File: src/rtl/tqvp_spi_bus_master.sv
// SPI-slave to TinyQV peripheral bus bridge: an external host issues 8/16/32-bit
// peripheral reads and writes via mode-0 SPI frames, with timeout and sticky error.
module tqvp_spi_bus_master #(
    parameter int TIMEOUT = 255
) (
    input  logic        clk,
    input  logic        rst_n,
    input  logic        spi_sck,
    input  logic        spi_cs_n,
    input  logic        spi_mosi,
    output logic        spi_miso,
    output logic [5:0]  address,
    output logic [31:0] data_out,
    output logic [1:0]  data_write_n,
    output logic [1:0]  data_read_n,
    input  logic [31:0] data_in,
    input  logic        data_ready,
    output logic        busy,
    output logic        err
);
    localparam int TW = $clog2(TIMEOUT + 1);

    typedef enum logic [2:0] {IDLE, HDR, WDATA, RTURN, RDATA, DONE} frame_t;
    typedef enum logic {B_IDLE, B_REQ} bus_t;

    frame_t         state_q, state_d;
    bus_t           bstate_q, bstate_d;
    logic           sck_r, cs_r;
    logic           rise, fall, cs_fall;
    logic [5:0]     cnt_q;
    logic [14:0]    hdr_q;
    logic [15:0]    hdr_full;
    logic [6:0]     byte_q;
    logic [31:0]    wdata_q, wdata_nx;
    logic [31:0]    rd_buf_q, rd_data_q, word_src;
    logic           rd_done_q, first_q;
    logic [TW-1:0]  tmo_q;
    logic           launch, launch_wr, hdr_err;
    logic [5:0]     launch_addr;
    logic [1:0]     launch_size;
    logic           rd_miss, tmo_hit, err_set;

    function automatic logic [5:0] frame_bits(input logic [1:0] size);
        case (size)
            2'b00:   return 6'd8;
            2'b01:   return 6'd16;
            default: return 6'd32;
        endcase
    endfunction

    function automatic logic [31:0] rd_sel(input logic [1:0] size, input logic [31:0] d);
        case (size)
            2'b00:   return {24'h0, d[7:0]};
            2'b01:   return {16'h0, d[15:0]};
            default: return d;
        endcase
    endfunction

    assign rise     = spi_sck & ~sck_r;
    assign fall     = ~spi_sck & sck_r;
    assign cs_fall  = cs_r & ~spi_cs_n;
    assign hdr_full = {hdr_q, spi_mosi};
    assign busy     = (bstate_q == B_REQ);

    // Frame FSM next state and launch decode
    always_comb begin
        state_d   = state_q;
        launch    = 1'b0;
        launch_wr = 1'b0;
        hdr_err   = 1'b0;
        wdata_nx  = wdata_q;
        wdata_nx[{cnt_q[4:3], 3'b000} +: 8] = {byte_q, spi_mosi};
        if (spi_cs_n) begin
            state_d = IDLE;
        end else begin
            case (state_q)
                IDLE: if (cs_fall) state_d = HDR;
                HDR: begin
                    if (rise && cnt_q == 6'd15) begin
                        if (hdr_full[9:8] == 2'b11) begin
                            state_d = DONE;
                            hdr_err = 1'b1;
                        end else if (hdr_full[15]) begin
                            state_d = WDATA;
                        end else begin
                            state_d = RTURN;
                            launch  = 1'b1;
                        end
                    end
                end
                WDATA: begin
                    if (rise && cnt_q == frame_bits(hdr_q[9:8]) - 6'd1) begin
                        state_d   = DONE;
                        launch    = 1'b1;
                        launch_wr = 1'b1;
                    end
                end
                RTURN: if (rise && cnt_q == 6'd7) state_d = RDATA;
                RDATA: if (rise && cnt_q == frame_bits(hdr_q[9:8]) - 6'd1) state_d = DONE;
                default: ;
            endcase
        end
    end

    // A read frame launches straight from the live header; a write uses the stored one
    assign launch_addr = launch_wr ? hdr_q[5:0] : hdr_full[5:0];
    assign launch_size = launch_wr ? hdr_q[9:8] : hdr_full[9:8];

    assign word_src = first_q ? (rd_done_q ? rd_data_q : 32'hFFFF_FFFF) : rd_buf_q;
    assign rd_miss  = (state_q == RDATA) && fall && first_q && !rd_done_q;
    assign tmo_hit  = (bstate_q == B_REQ) && !data_ready && (tmo_q == TW'(TIMEOUT - 1));
    assign err_set  = hdr_err | (launch & busy) | rd_miss | tmo_hit;

    always_ff @(posedge clk or negedge rst_n) begin
        if (!rst_n) begin
            sck_r    <= 1'b0;
            cs_r     <= 1'b1;
            state_q  <= IDLE;
            cnt_q    <= '0;
            hdr_q    <= '0;
            byte_q   <= '0;
            wdata_q  <= '0;
            rd_buf_q <= '0;
            first_q  <= 1'b0;
            spi_miso <= 1'b0;
            err      <= 1'b0;
        end else begin
            sck_r   <= spi_sck;
            cs_r    <= spi_cs_n;
            state_q <= state_d;
            if (state_d != state_q) cnt_q <= '0;
            else if (rise)          cnt_q <= cnt_q + 6'd1;
            if (state_q == HDR && rise) hdr_q <= hdr_full[14:0];
            if (state_q == WDATA && rise) begin
                byte_q <= {byte_q[5:0], spi_mosi};
                if (cnt_q[2:0] == 3'd7) wdata_q <= wdata_nx;
            end else if (state_q == HDR && state_d == WDATA) begin
                wdata_q <= '0;
            end
            // Read data is frozen at the first RDATA fall so a late bus result cannot tear a byte
            if (state_q != RDATA && state_d == RDATA) begin
                first_q <= 1'b1;
            end else if (state_q == RDATA && fall) begin
                first_q <= 1'b0;
                if (first_q) rd_buf_q <= word_src;
            end
            if (state_d != RDATA)                 spi_miso <= 1'b0;
            else if (state_q == RDATA && fall)    spi_miso <= word_src[{cnt_q[4:3], ~cnt_q[2:0]}];
            if (err_set)                                  err <= 1'b1;
            else if (state_q == IDLE && state_d == HDR)   err <= 1'b0;
        end
    end

    // Bus FSM: a single outstanding request, released by data_ready or timeout
    always_comb begin
        bstate_d = bstate_q;
        case (bstate_q)
            B_IDLE:  if (launch) bstate_d = B_REQ;
            B_REQ:   if (data_ready || tmo_hit) bstate_d = B_IDLE;
            default: bstate_d = B_IDLE;
        endcase
    end

    always_ff @(posedge clk or negedge rst_n) begin
        if (!rst_n) begin
            bstate_q     <= B_IDLE;
            address      <= '0;
            data_out     <= '0;
            data_write_n <= 2'b11;
            data_read_n  <= 2'b11;
            tmo_q        <= '0;
            rd_data_q    <= '0;
            rd_done_q    <= 1'b0;
        end else begin
            bstate_q <= bstate_d;
            if (bstate_q == B_IDLE && launch) begin
                address <= launch_addr;
                tmo_q   <= '0;
                if (launch_wr) begin
                    data_out     <= wdata_nx;
                    data_write_n <= launch_size;
                end else begin
                    data_read_n <= launch_size;
                    rd_done_q   <= 1'b0;
                end
            end else if (bstate_q == B_REQ) begin
                if (data_ready) begin
                    if (data_read_n != 2'b11) begin
                        rd_data_q <= rd_sel(data_read_n, data_in);
                        rd_done_q <= 1'b1;
                    end
                    data_write_n <= 2'b11;
                    data_read_n  <= 2'b11;
                end else if (tmo_hit) begin
                    if (data_read_n != 2'b11) begin
                        rd_data_q <= 32'hFFFF_FFFF;
                        rd_done_q <= 1'b1;
                    end
                    data_write_n <= 2'b11;
                    data_read_n  <= 2'b11;
                end else begin
                    tmo_q <= tmo_q + 1'b1;
                end
            end
        end
    end

endmodule

File: config.mk
export PLATFORM = sky130hd
export DESIGN_NAME = tqvp_spi_bus_master
export DESIGN_NICKNAME = d
export VERILOG_FILES = /design/src/rtl/tqvp_spi_bus_master.sv
export SDC_FILE = /design/constraint.sdc
export NUM_CORES = 1
export LEC_CHECK = 0
export BUFFER_PORTS_ARGS = -buffer_cell sky130_fd_sc_hd__buf_2
export CAP_MARGIN = 20
export CELL_PAD_IN_SITES_DETAIL_PLACEMENT = 1
export CELL_PAD_IN_SITES_GLOBAL_PLACEMENT = 1
export CORE_MARGIN = 2
export CORE_UTILIZATION = 50
export DETAILED_ROUTE_END_ITERATION = 10
export GPL_TIMING_DRIVEN = 0
export PLACE_DENSITY = 0.95
export SLEW_MARGIN = 20
export SYNTH_ARGS = -nofsm -noshare
export SYNTH_HDL_FRONTEND = slang
export SYNTH_SLANG_ARGS = --single-unit
File: constraint.sdc
create_clock -name clk -period 7.3 [get_ports clk]
set_input_delay 1.46 -clock clk [delete_from_list [all_inputs] [get_ports clk]]
set_output_delay 1.46 -clock clk [all_outputs]
set_load 0.01 [all_outputs]
==> metrics.md, run 1 <==
| Metric | Value |
|---|---|
| Outcome | `completed` |
| Post-route setup slack | `3.88 ns` |
| Most common cell after layout, fill and taps aside | `dfrtp_1` |
| CP startpoint kind | `primary input` |
| Fin area | `0.0103 sq mm` |
| Worst EP arrival | `3.76 ns` |
| Predominant post-synthesis flop cell | `dfrtp_1` |
| Crit Path Category | `in -> reg` |
| Placed Instance Area | `0.00975 sq mm` |
| Final ANT Viol Nets | `0` |
| R2r endpoint | `wdata_q[18]` |
| Post-CTS Resized | `0` |
| Largest cells by area after synthesis | `dfrtp_1 (50%), nor2b_1 (4.6%), a21oi_1 (4.6%), nand2_1 (3.8%), o21ai_0 (3.2%)` |
| Final-stage net count | `1,047` |
| Starting Density | `50.5%` |
| RSZ-0062 raised after global routing | `false` |
| Clock root buffer | `clkbuf_16` |
| Syn nets | `946` |
| Worst-path maximum fanout | `10` |
| Seq/Total Area, Yosys | `51.1%` |
| Crit. End Element | `flop` |
| Clock-pin slew on the worst setup and hold paths | `0.07 ns` |
| CTS buffer count | `17` |
| Postcts setup bufs | `0` |
| Yosys cell types | `69` |
| GRT Util Overall | `28.9%` |
| Area growth syn-to-layout | `14.5%` |
| Antenna Cells | `0` |
| Vias | `7,527` |
| Share of post-route cells with drive strength above 1 | `19.6%` |
| Worst-Margin Slew | `0.889 ns` |
| Number of vias per cell | `6.07` |
| Overflow after GRT | `0` |
| CP Launch Point | `spi_cs_n` |
| Core area | `0.0178 sq mm` |
| Die area | `0.0191 sq mm` |
| Seq cells post-synth | `184` |
| Die W | `138 um` |
| Final setup viols | `0` |
| Fraction of registers with async set/reset | `100%` |
| Leakage | `5.01 nW` |
| Cells after Synth | `897` |
| Number of global-route vias before repair | `8,132` |
| TritonCTS clock tree | `yes` |
| Initial antenna violation count | `0` |
| IO Count | `83` |
| Setup TNS | `0 ns` |
| DRC viols | `0` |
| Detailed placement HPWL | `17.8 mm` |
| Hold_buf cts | `0` |
| Leading area contributor after synthesis | `dfrtp_1` |
| Clk Latency, worst-skew pair | `0.45 ns` |
| Drt first pass iters | `5` |
| Worst EP required | `7.64 ns` |
| CTS max path bufs | `2` |
| EDFF count, synth | `0` |
| Reg2reg setup slack | `4.04 ns` |
| Synth warn | `0` |
| Final Skew | `0.0140 ns` |
| Largest net degree at the start of global routing | `94` |
| Power density over cell area | `206 mW/mm^2` |
| Most frequent cells in the layout | `dfrtp_1 (179), nand2_1 (92), buf_2 (90)` |
| Rows | `49` |
| Worst reg-to-reg path cell count | `8` |
| Syn Area/Cell | `10.1 sq um` |
| Reg2reg start | `cnt_q[3]` |
| Dpl ws | `3.69 ns` |
| Slew margin rel. | `40.3%` |
| CP Capture Point | `address[4]` |
| Crit path time final | `3.43 ns` |
| Max Fclk | `0.292 GHz` |
| Global-route wire length before repair | `43.9 mm` |
| 1st-iter DRT viols | `588` |
| Clock sinks | `184` |
| Slew Limit Fails | `0` |
| Drt wl/cell | `22.0 um` |
| Synth Cell Area | `0.00902 sq mm` |
| GPL Wtd Cong | `0.850` |
| Final hold violation count | `0` |
| Final WL | `27.3 mm` |
| Hold Crit Class | `reg -> reg` |
| H-tree depth | `4` |
| Max Cap Viol | `0` |
| Post-synth top area share | `49.7%` |
| Max IR drop VDD | `169 uV` |
| Final worst path period share | `46.9%` |
| Die height | `138 um` |
| Buffers on Ports | `81` |
synth_stat cells (5+ instances only):
| library cell | number |
|---|---|
| a21oi_1 | 83 |
| nor2_1 | 67 |
| a22o_1 | 31 |
| a22oi_1 | 9 |
| a211oi_1 | 6 |
| a21oi_2 | 20 |
| nor3_1 | 7 |
| buf_1 | 11 |
| ha_1 | 11 |
| buf_6 | 6 |
| and2_1 | 7 |
| nand2_1 | 92 |
| mux2i_1 | 9 |
| xnor2_1 | 7 |
| inv_1 | 21 |
| buf_2 | 10 |
| mux4_2 | 6 |
| o21ai_0 | 57 |
| a21o_1 | 29 |
| xor2_1 | 6 |
| mux2_2 | 21 |
| dfrtp_1 | 179 |
| nand4_1 | 7 |
| nand3_1 | 7 |
| clkbuf_1 | 39 |
| nor2b_1 | 67 |
| dfstp_2 | 5 |
worst max-delay path, stage by stage:
cell and delay (ns):
buf_2 0.13, clkbuf_1 0.24, nor4b_1 0.51, nand4_1 0.32, or3b_1 0.49, a21o_1 0.28
buf_6 0.18, nand2_1 0.09, o21ai_2 0.05
per-stage QoR:
step                      hold slack, ns  std cells  power (mW)  utilization, %
after floorplan                    0.445        897        1.14               -
after detailed placement           0.470       1208        1.20            54.6
after global routing               0.508       1240        2.18            57.9
after CTS                          0.486       1240        2.13            57.9
after global placement             0.457       1207        1.19            54.4
final                              0.482       1240        2.12            57.9
layer usage:
metal  vias to the layer above  GRT usage, %  wire length (um)
li1                       3328             -                 -
met1                      3830          35.2             10900
met2                       296          51.0             14300
met3                        73          4.95              1380
met4                         0          12.1               783
met5                         -             0                 0
worst min-delay path by stage:
stage	from	to	slack (ns)	depth (start not counted)
after global routing	rd_data_q[25]	rd_data_q[25]	0.51	1
after detailed placement	rd_buf_q[1]	rd_buf_q[1]	0.47	2
after CTS	rd_buf_q[16]	rd_buf_q[16]	0.49	2
after floorplan	rd_buf_q[14]	rd_buf_q[14]	0.44	2
after global placement	rd_buf_q[14]	rd_buf_q[14]	0.46	2
final	address[3]	address[3]	0.48	2
power breakdown:
group / total, mW / leakage, nW / internal, mW / switching (mW)
logic: 0.130 / 2.18 / 0.0473 / 0.0832
registers: 1.05 / 2.54 / 1.04 / 0.0175
clock network: 0.939 / 0.285 / 0.484 / 0.455
total: 2.12 / 5.01 / 1.57 / 0.556
sequential cells by signal, summed over array words and instances, names as in the netlist, 2 cells and up:
signal	count
address	6
byte_q	7
cnt_q	6
data_out	32
data_read_n	2
data_write_n	2
hdr_q	15
rd_buf_q	32
rd_data_q	32
state_q	3
tmo_q	8
wdata_q	32
cell type report:
cell class	instances	area [sq um]
fillers	2005	7510
inverters	22	82.6
multi-input cells	622	4000
clock buffers	17	425
flip-flops and latches	184	4610
clock inverters	15	155
plain buffers	69	328
repair buffers	82	443
well taps	229	287
cell families (layout without fill, tap and decap cells):
group           after synthesis  count (layout)  share of synthesized area [%]
compound gates              269             269                           19.5
xor+xnor                     14              14                           1.53
fa+ha+maj                    11              11                           1.53
buf+inv                      91             205                           4.55
flops                       184             184                           51.1
mux                          36              36                           5.12
simple gates                292             292                           16.7
Power figures use the tool's default switching activity.
==> inputs of run 2 (changes only) <==
Settings changed: CORE_UTILIZATION 50 to 42, PLACE_DENSITY 0.95 to 0.87.
Clock period 7.3 ns to 2.9 ns, I/O delays scaled along.
==> run 2 against run 1 <==
Combinational power rose by 150%. Routed wire length is 10% lower. Highest routed layer unchanged. Design area rose by 1.0%. Power rose to 2.5 times the previous value. Utilization decreased by 8.3 points. Sequential share of layout area shrank 0.45 points. Count of clock-buffer cells in the layout unchanged.
==> metrics.md, run 2 (synthesis gave the netlist of run 1 again) <==
| Metric | Value |
|---|---|
| Outcome | `completed` |
| H-tree depth | `4` |
| Register Area | `0.00461 sq mm` |
| IO Count | `83` |
| Die W | `151 um` |
| Final non-filler cell total | `1,287` |
| 1st-iter DRT viols | `440` |
| Crit Path Category | `reg -> reg` |
| Number of global-route vias before repair | `7,787` |
| CTS max path bufs | `2` |
| Core area | `0.0210 sq mm` |
| Final Skew | `0.0147 ns` |
| Number of vias per cell | `5.59` |
| Worst EP arrival | `3.17 ns` |
| Area occupied by multi-input gates | `0.00401 sq mm` |
| DRC viols | `0` |
| Slowest stage delay, CP | `0.44 ns` |
| Slew margin rel. | `47.7%` |
| CP startpoint kind | `flop` |
| Worst-Margin Slew | `0.785 ns` |
| Max Fclk | `0.358 GHz` |
| Overflow after GRT | `0` |
| TritonCTS clock tree | `yes` |
| Crit. End Element | `flop` |
| Placed Instance Area | `0.00980 sq mm` |
| Crit path time final | `2.79 ns` |
| Hold Crit Class | `in -> async` |
| Clock sinks | `184` |
| Area growth syn-to-layout | `15.7%` |
| Fin area | `0.0104 sq mm` |
| Reg2reg start | `cnt_q[3]` |
| Starting Density | `42.9%` |
| Max Cap Viol | `0` |
| RSZ-0062 raised after global routing | `true` |
| Vias | `7,192` |
| GRT Util Overall | `23.0%` |
| Rows | `53` |
| Initial antenna violation count | `0` |
| Final ANT Viol Nets | `0` |
| Crit-path most repeated cell | `clkbuf_1` |
| Setup TNS | `0 ns` |
| Power density over cell area | `515 mW/mm^2` |
| Final setup viols | `0` |
| Most frequent cells in the layout | `dfrtp_1 (179), nand2_1 (92), buf_2 (90)` |
| Largest net degree at the start of global routing | `96` |
| Die height | `151 um` |
| Post-route setup slack | `0.108 ns` |
| Leakage | `5.02 nW` |
| Reg2reg setup slack | `0.11 ns` |
| Final hold violation count | `0` |
| Final worst path period share | `96.3%` |
| Dpl ws | `-0.158 ns` |
| R2r endpoint | `wdata_q[2]` |
| Slew Limit Fails | `0` |
| CP max stage cell | `ha_1` |
| Clk Latency, worst-skew pair | `0.45 ns` |
| Final-stage net count | `1,048` |
| Antenna Cells | `0` |
| Drt wl/cell | `19.1 um` |
| Crit path buf inv count | `4` |
| GPL Wtd Cong | `0.832` |
| Worst reg-to-reg path cell count | `8` |
| Worst EP required | `3.28 ns` |
| Clock root buffer | `clkbuf_16` |
| Final WL | `24.6 mm` |
| Fillers | `2,426` |
| Worst path cell trace | `buf_2 -> clkinv_2 -> ha_1 -> nor4bb_1 -> clkbuf_1 -> and2_1 -> clkbuf_1 -> a22o_1` |
| Die area | `0.0227 sq mm` |
| Delay-heaviest family, CP | `buffers and inverters` |
| Hold_buf cts | `0` |
| CTS buffer count | `17` |
| Share of post-route cells with drive strength above 1 | `20.0%` |
| Placed Cells incl. Taps | `1,254` |
| Detailed placement HPWL | `16.6 mm` |
| Clock-pin slew on the worst setup and hold paths | `0.08 ns` |
| Max IR drop VDD | `386 uV` |
| Buffers on Ports | `81` |
| Most common cell after layout, fill and taps aside | `dfrtp_1` |
| Drt first pass iters | `4` |
| Worst-path maximum fanout | `9` |
| Global-route wire length before repair | `40.5 mm` |
## run 2: layer usage
| layer | part of all wire (%) | global-route usage (%) |
|---|---|---|
| met4 | 1.8 | 6.60 |
| met1 | 44 | 28.7 |
| met3 | 3.1 | 3.88 |
| met2 | 51 | 41.0 |
| met5 | 0 | 0 |
## run 2: how the worst max path moves through the flow
stage                  start            to  slack (ns)  cells after the start
floorplan           hdr_q[8]    address[2]        0.45                     11
global placement       rst_n  rd_data_q[3]       -1.76                      1
detailed placement  cnt_q[3]   wdata_q[17]       -0.16                      8
CTS                 hdr_q[9]      cnt_q[1]        0.08                      8
global route        cnt_q[3]    wdata_q[2]       -0.01                      8
finish              cnt_q[3]    wdata_q[2]        0.11                      8
## run 2: final cells by class
cell class              instances  area share [%]
repair buffers                 83            4.32
clock inverters                15            1.72
inverters                      22           0.804
flip-flops and latches        184            44.2
multi-input cells             622            38.5
clock buffers                  17            4.08
well taps                     275            3.30
plain buffers                  69            3.14
## run 2: stage by stage
| step | util, % | hold slack, ns | power [mW] |
|---|---|---|---|
| 6_report | 49.6 | 0.122 | 5.37 |
| 5_1_grt | 49.6 | 0.183 | 5.55 |
| 4_1_cts | 49.5 | 0.173 | 5.40 |
| 3_5_place_dp | 46.6 | 0.467 | 3.01 |
| 3_3_place_gp | 46.5 | 0.457 | 2.99 |
| 2_1_floorplan | - | 0.284 | 2.86 |
## run 2: where the power goes
group	leakage, nW	internal, mW	total [mW]	switching [mW]
logic	2.19	0.120	0.320	0.200
clock network	0.293	1.24	2.41	1.17
registers	2.54	2.61	2.65	0.0405
total	5.02	3.97	5.37	1.41
## run 2: timing repair
item | 4_1_cts | 5_1_grt
setup buffers | 0 | 1
pin swaps | 0 | 1
setup endpoints to repair | 21 | 34
gates resized for setup | 2 | 2
